### config.mk
export PLATFORM = sky130hd
export DESIGN_NAME = fifo_word_packer
export DESIGN_NICKNAME = d
export VERILOG_FILES = /design/src/rtl/fifo_pkg.sv /design/src/rtl/fifo_word_packer.sv
export SDC_FILE = /design/constraint.sdc
export NUM_CORES = 1
export LEC_CHECK = 0
export ABC_CLOCK_PERIOD_IN_PS = 2550
export BUFFER_PORTS_ARGS = -buffer_cell sky130_fd_sc_hd__clkbuf_2
export CAP_MARGIN = 10
export CORE_MARGIN = 1
export CORE_UTILIZATION = 55
export CTS_CLUSTER_SIZE = 30
export DETAILED_ROUTE_END_ITERATION = 8
export GPL_TIMING_DRIVEN = 0
export PLACE_DENSITY = 0.86
export SYNTH_ARGS = -nofsm -noshare
export SYNTH_HDL_FRONTEND = slang
export SYNTH_SLANG_ARGS = --single-unit
### constraint.sdc
create_clock -name clk -period 2.55 [get_ports clk]
set_input_delay 0.255 -clock clk [delete_from_list [all_inputs] [get_ports clk]]
set_output_delay 0.255 -clock clk [all_outputs]
set_load 0.05 [all_outputs]
### src/rtl/fifo_pkg.sv
// Shared types and defaults for the FIFO word packer.
package fifo_pkg;

   typedef enum logic [1:0] {
      FILL = 2'd0,
      LAST = 2'd1,
      OUT  = 2'd2
   } packer_state_e;

   localparam int DEFAULT_DATA_W = 8;
   localparam int DEFAULT_BYTES  = 4;

   // Width of a counter that must hold 0..bytes inclusive.
   function automatic int cnt_width(input int bytes);
      return $clog2(bytes + 1);
   endfunction

endpackage

### src/rtl/fifo_word_packer.sv
// Pops BYTES narrow FIFO entries and presents them as one wide word, lane 0 first.
// Define PACKER_FLUSH_EN to add the flush input and out_bytes output for partial words.
module fifo_word_packer
   import fifo_pkg::*;
#(
   parameter int DATA_W = DEFAULT_DATA_W,
   parameter int BYTES  = DEFAULT_BYTES   // legal range 2..8
) (
   input  logic                          clk,
   input  logic                          rst,
   input  logic                          fifo_empty,
   input  logic                          fifo_full,
   input  logic                          fifo_wr_en,
   input  logic [DATA_W-1:0]             fifo_rd_data,
   output logic                          fifo_rd_en,
`ifdef PACKER_FLUSH_EN
   input  logic                          flush,
   output logic [cnt_width(BYTES)-1:0]   out_bytes,
`endif
   output logic [DATA_W*BYTES-1:0]       out_data,
   output logic                          out_valid,
   input  logic                          out_ready
);

   localparam int CNT_W = cnt_width(BYTES);
   localparam logic [CNT_W-1:0] FULL_CNT   = CNT_W'(BYTES);
   localparam logic [CNT_W-1:0] LAST_ISSUE = CNT_W'(BYTES - 1);

   packer_state_e    state_q, state_d;
   logic [CNT_W-1:0] issued_q, issued_d;
   logic [CNT_W-1:0] captured_q, captured_d;
   logic             inflight_q;
   logic [DATA_W-1:0] lane_q [BYTES];

   logic write_wins;
   logic grant;
   logic handshake;
   logic flush_go;

   // The FIFO services a write before a read in the same cycle.
   assign write_wins = fifo_wr_en & ~fifo_full;
   assign handshake  = (state_q == OUT) & out_ready;

`ifdef PACKER_FLUSH_EN
   assign flush_go  = flush && (state_q == FILL) && (captured_q == issued_q) && (captured_q != '0);
   assign out_bytes = captured_q;
`else
   assign flush_go  = 1'b0;
`endif

   always_comb begin
      fifo_rd_en = 1'b0;
      if (!rst && (state_q == FILL) && (issued_q < FULL_CNT) &&
          !fifo_empty && !write_wins && !flush_go) begin
         fifo_rd_en = 1'b1;
      end
   end

   assign grant = fifo_rd_en;

   // NOTE: every variable written here gets a default first, so no path leaves a latch.
   always_comb begin
      state_d    = state_q;
      issued_d   = issued_q;
      captured_d = captured_q;
      if (inflight_q) begin
         captured_d = captured_q + CNT_W'(1);
      end
      case (state_q)
         FILL: begin
            if (grant) begin
               issued_d = issued_q + CNT_W'(1);
               if (issued_q == LAST_ISSUE) begin
                  state_d = LAST;
               end
            end else if (flush_go) begin
               state_d = OUT;
            end
         end
         LAST: begin
            if (inflight_q) begin
               state_d = OUT;
            end
         end
         OUT: begin
            if (out_ready) begin
               state_d    = FILL;
               issued_d   = '0;
               captured_d = '0;
            end
         end
         default: begin
            state_d    = FILL;
            issued_d   = '0;
            captured_d = '0;
         end
      endcase
   end

   // NOTE: state registers use non-blocking assignments so every flop samples pre-edge values.
   always_ff @(posedge clk or posedge rst) begin
      if (rst) begin
         state_q    <= FILL;
         issued_q   <= '0;
         captured_q <= '0;
         inflight_q <= 1'b0;
      end else begin
         state_q    <= state_d;
         issued_q   <= issued_d;
         captured_q <= captured_d;
         inflight_q <= grant;
      end
   end

   // Read data arrives one cycle after its grant and lands in the next free lane.
   for (genvar k = 0; k < BYTES; k++) begin : g_lane
      // NOTE: lanes are reset because out_data must read zero after reset and in flushed words.
      always_ff @(posedge clk or posedge rst) begin
         if (rst) begin
            lane_q[k] <= '0;
         end else if (handshake) begin
            lane_q[k] <= '0;
         end else if (inflight_q && (captured_q == CNT_W'(k))) begin
            lane_q[k] <= fifo_rd_data;
         end
      end
      assign out_data[k*DATA_W +: DATA_W] = lane_q[k];
   end

   assign out_valid = (state_q == OUT);

endmodule

## Word level (Yosys, flattened, before mapping)

Cells that the tools add are included.

- $add $sub $neg: 2
- Multipliers: 0
- Divide/modulo/power cells: 0
- Magnitude comparators: 1
- Equal/unequal tests: 10
- Shifts and indexed selects: 0
- Muxes and demuxes: 20
- Bitwise logic cells: 4
- Reduce and logical (&&, ||, !) cells: 20

Operators by type and width:

| kind | count |
|---|---|
| $mux 8 | 8 |
| $mux 3 | 4 |
| $eq 3x2->1 const B | 3 |
| $pmux 3 s3 | 1 |
| $logic_and 1x1->1 | 8 |
| $mux 2 | 4 |
| $reduce_bool 2->1 | 4 |
| $add 3x1->3 const B | 2 |
| $pmux 2 s3 | 1 |
| $pmux 3 s2 | 1 |
| $ne 2x1->1 const B | 2 |
| $ne 2x2->1 const B | 2 |
| $reduce_and 4->1 | 1 |
| $eq 3x1->1 const B | 1 |
| $logic_not 1->1 | 3 |
| $logic_not 3->1 | 1 |
| $lt 3x3->1 const B | 1 |
| $reduce_and 3->1 | 1 |
| $and 1x1->1 | 2 |
| $eq 2x1->1 const B | 1 |
| $eq 2x2->1 const B | 1 |
| $logic_not 2->1 | 1 |
| $not 1->1 | 2 |
| $reduce_or 2->1 | 1 |
| $mux 1 | 1 |

- Register bits: 41
- Latch bits: 0
- Memory bits (writable): 0
- ROM bits: 0
- Input port bits: 14
- Output and inout bits: 34
- Logic and storage cells: 65
- Memories kept: 0

## Longest topological paths before layout

- Word-level depth: 8
- Mapped depth: 6
- Depth with buffers taken out: 5

## Least setup slack after synthesis

No wires, ideal clock.

- Path type: register to register
- From: register state_q[0]
- To: register issued_q[0]
- Library setup time: 80 ps
- Arrival: 1754 ps
- Required time: 2470 ps
- Setup slack: 716 ps
- Stages on the path, launching flop included: 4
- Path buffers: 0
- Period minus slack after synthesis: 1834 ps
- Cell sequence: dfrtp_1 > or4_4 > nor3_4 > mux2i_1

- Cells in the longest elaborated chain, start to end: 8
- Elaborated cells on any way between the ends: 13
- Classes of those cells: eq/ne (4); mux (2); bitwise (1); reduce/logical (6)

RTL lines:

| element | RTL line | text |
|---|---|---|
| start: declaration | fifo_word_packer.sv:29 | `packer_state_e state_q, state_d;` |
| start signal: assignment | fifo_word_packer.sv:108 | `state_q <= state_d;` |
| $logic_not 2->1 | fifo_word_packer.sv:53 | `if (!rst && (state_q == FILL) && (issued_q < FULL_CNT) &&` |
| $logic_and 1x1->1 (3 in series) | fifo_word_packer.sv:53 |  |
| $logic_and 1x1->1 | fifo_word_packer.sv:54 | `!fifo_empty && !write_wins && !flush_go) begin` |
| $mux 1 | fifo_word_packer.sv:53 |  |
| net fifo_rd_en | fifo_word_packer.sv:15 | `output logic fifo_rd_en,` |
| $ne 2x2->1 (no source line) | -- |  |
| $reduce_and 3->1 (no source line) | -- |  |
| end signal: assignment | fifo_word_packer.sv:109 | `issued_q <= issued_d;` |
| end: declaration | fifo_word_packer.sv:30 | `logic [CNT_W-1:0] issued_q, issued_d;` |

The timed path passes the listed nets, and every way through them passes these cells.
A chain may end at the register's enable or synchronous reset.

## Worst setup path in the final report

- From: register state_q[0]
- To: output fifo_rd_en

- Cells in the longest elaborated chain, start to end: 6

RTL lines:

| element | RTL line |
|---|---|
| $logic_not 2->1 | fifo_word_packer.sv:53 |
| $logic_and 1x1->1 (3 in series) | fifo_word_packer.sv:53 |
| $logic_and 1x1->1 | fifo_word_packer.sv:54 |
| $mux 1 | fifo_word_packer.sv:53 |
| end: declaration | fifo_word_packer.sv:15 |

Every way passes these cells.

==> impl_metrics.csv <==
group,metric,value,unit
timing,slew_headroom,46.1,%
grt,grt_util_all_layers,24.3,%
worst_setup_path,crit_fanout,6,
drt,drt-total-wl,3700,um
cts,clock_path_buffers,2,
timing,fmax,442,MHz
cts,cts.sinks,41,
logic_synthesis,synth_nets,184,
worst_setup_path,start_kind,"register",
grt,antenna_found_initial,0,
cts,root_buffer,"clkbuf_4",
grt,grt_pass1_vias,1299,
power_and_ir_drop,total_leakage_power,1.30,nW
timing,skew,0.00536,ns
grt,grt_start_max_net_pins,42,
worst_hold_path,min_path_type,"primary input to asynchronous set/reset pin",
worst_setup_path,cp-startpoint,"state_q[0]",
cts,cts_resized,0,
drt,wire_per_inst,14.1,um
floorplan,die_area,3520,um^2
cells_and_area,finish.utilization,70.4,%
grt,grt_pass1_wl,6040,um
logic_synthesis,synth_seq_cells,41,
timing,layout_setup_ws,0.290,ns
power_and_ir_drop,total_power,2.33,mW
floorplan,fp-row-count,20,
place,postPlaceCellArea,2100,um^2
worst_setup_path,worstRegToRegCells,3,
power_and_ir_drop,pwr-share-comb,43.0,%
timing,timing.final.crit_share,88.6,%
worst_setup_path,r2r_slack,0.89,ns
outcome,status,"finished, final reports clean",
worst_setup_path,crit_path_end,"fifo_rd_en",
power_and_ir_drop,power_density,1070,nW/um^2
logic_synthesis,synthArstFlopShare,100,%
place,io_buffers,47,
worst_setup_path,crit_type,"register to output pin",
floorplan,die_w,59.3,um
timing,finalWorstPathRequiredPeriod,2.26,ns
floorplan,io_pins,48,
worst_setup_path,cp-end-kind,"output pin",
worst_setup_path,cp.required,2.30,ns
drt,postRouteAntennaNets,0,
drt,first_pass_iters,4,
floorplan,initial_core_util,58.7,%
power_and_ir_drop,intPower,1.24,mW
cells_and_area,fill_cells,266,
cts,cts_max_level,2,
logic_synthesis,avgSynthCellArea,11.1,um^2
cts,cts_buffers,5,
cells_and_area,drive_gt1_share,28.4,%
cts,clk_latency,0.35,ns
cells_and_area,synthToLayoutAreaGrowth,19.9,%
place,hpwl,2720,um
grt,grt-ovfl-total,0,
place,dp.cells,254,
logic_synthesis,synth_area,1810,um^2
run,drv_cap,0,
timing,finalSetupTns,0,ns
cells_and_area,antenna_cells,0,
cts,cts_setup_buffers,0,
timing,setup_viol,0,
cells_and_area,fin_nets,238,
power_and_ir_drop,ir_drop,0.000601,V
floorplan,die_h,59.3,um
logic_synthesis,synth_cell_types,22,
power_and_ir_drop,pwr-share-clk,15.6,%
logic_synthesis,synth_cells,163,
worst_setup_path,r2r-start,"state_q[0]",
worst_setup_path,slowest_delay,0.57,ns
worst_setup_path,cp_cell_sequence,"or4_4 > nor3_4 > clkbuf_2",
timing,whs,0.0445,ns
cts,holdBufCountCts,0,
drt,vias,1342,
floorplan,coreArea,3080,um^2
place,pre_cts_ws,0.704,ns
drt,viasPerCell,5.12,
place,gp_congestion,0.744,
logic_synthesis,synth_edf_count,0,
cells_and_area,fin_cells,262,
timing,slew_viol_final,0,
power_and_ir_drop,seqPwrFrac,41.4,%
timing,rsz0062_at_grt,"no",
drt,drtIter0Drc,47,
drt,drc_errors,0,
cts,path_clk_slew,0.11,ns
cts,tritoncts,"done",
worst_setup_path,rr_endpoint,"issued_q[1]",
worst_setup_path,crit_arrival,2.01,ns
logic_synthesis,ys_warn_count,0,
cells_and_area,finish.instance_area,2170,um^2
logic_synthesis,ys_seq_area_share,56.8,%
logic_synthesis,dominantRegCellSynth,"dfrtp_1",
power_and_ir_drop,switching_power,1.09,mW
timing,worst_slew_pin_slew,0.807,ns
timing,hold_viol_final,0,
power_and_ir_drop,swShare,46.9,%
worst_setup_path,cp_slowest_cell,"or4_4",
## layer usage
| metal | share of wire (%) | up-vias | track usage, % |
|---|---|---|---|
| li1 | - | 654 | - |
| met1 | 44 | 640 | 32.5 |
| met2 | 48 | 40 | 36.8 |
| met3 | 5.7 | 8 | 7.86 |
| met4 | 1.8 | 0 | 9.52 |
| met5 | 0 | - | 0 |
## cell families (layout without fill, tap and decap cells)
kind of cell	Yosys count	count (layout)	synth area share [%]
xor gates and xnor gates	1	1	0.485
and+or+nand+nor	56	56	14.5
DFF	41	41	56.8
adders and majority gates	7	7	4.85
muxes	27	27	15.0
AOI/OAI and AO/OA	14	14	4.64
buffers and inverters	17	72	3.74
## flip-flops by register name, indices dropped and copies added, names as in the netlist
name        flops
captured_q      3
inflight_q      1
out_data       32
state_q         2
issued_q        3
## cell usage after synthesis (all sizes together), types with 2 or more instances
library cell	n	share of area (%)
clkbuf	10	2.3
nor2	28	5.8
dfrtp	41	57
ha	7	4.8
nand2	11	2.3
mux2i	27	15
o21ai	2	0.55
a21oi	8	2.2
nand3b	4	1.7
nand3	8	2.2
inv	7	1.5
## area by class of cell
cell class,count,area (um^2),share of cell area [%]
Buffer,10,41.3,1.91
Clock inverter,1,5.00,0.231
Timing Repair Buffer,47,235,10.9
Clock buffer,7,65.1,3.00
Sequential cell,41,1030,47.3
Inverter,7,26.3,1.21
Tap cell,44,55.1,2.54
Multi-Input combinational cell,105,713,32.9
## power groups by stage
stage	registers (mW)	logic [mW]	clock network, mW
floorplan	1.47	0.245	0
global placement	0.962	0.972	0
finish	0.963	1.00	0.363
CTS	0.963	1.01	0.371
global route	0.984	1.08	0.403
detailed placement	0.976	1.00	0
## critical path, delay by kind of cell (launching register included)
family,cells,cell delay [ns]
buf+inv,1,0.34
flops,1,0.45
simple gates,2,0.87
## layout by cell type, fill, tap and decap left out, drive strengths merged, types with 2 or more instances in the layout
master and n:
inv 7, nand2 11, a21oi 8, ha 7
nand3 8, nor2 28, nand3b 4, clkbuf 64
o21ai 2, mux2i 27, dfrtp 41
## how the worst min path moves through the flow
| stage | to | slack, ns | cells past startpoint |
|---|---|---|---|
| 2_1_floorplan | state_q[1] | 0.36 | 1 |
| 3_3_place_gp | issued_q[0] | 0.48 | 1 |
| 3_5_place_dp | state_q[0] | 0.46 | 2 |
| 4_1_cts | state_q[0] | 0.07 | 2 |
| 5_1_grt | captured_q[0] | 0.1 | 2 |
| 6_report | captured_q[0] | 0.04 | 2 |
No activity file was read; power rests on OpenSTA's default activity.
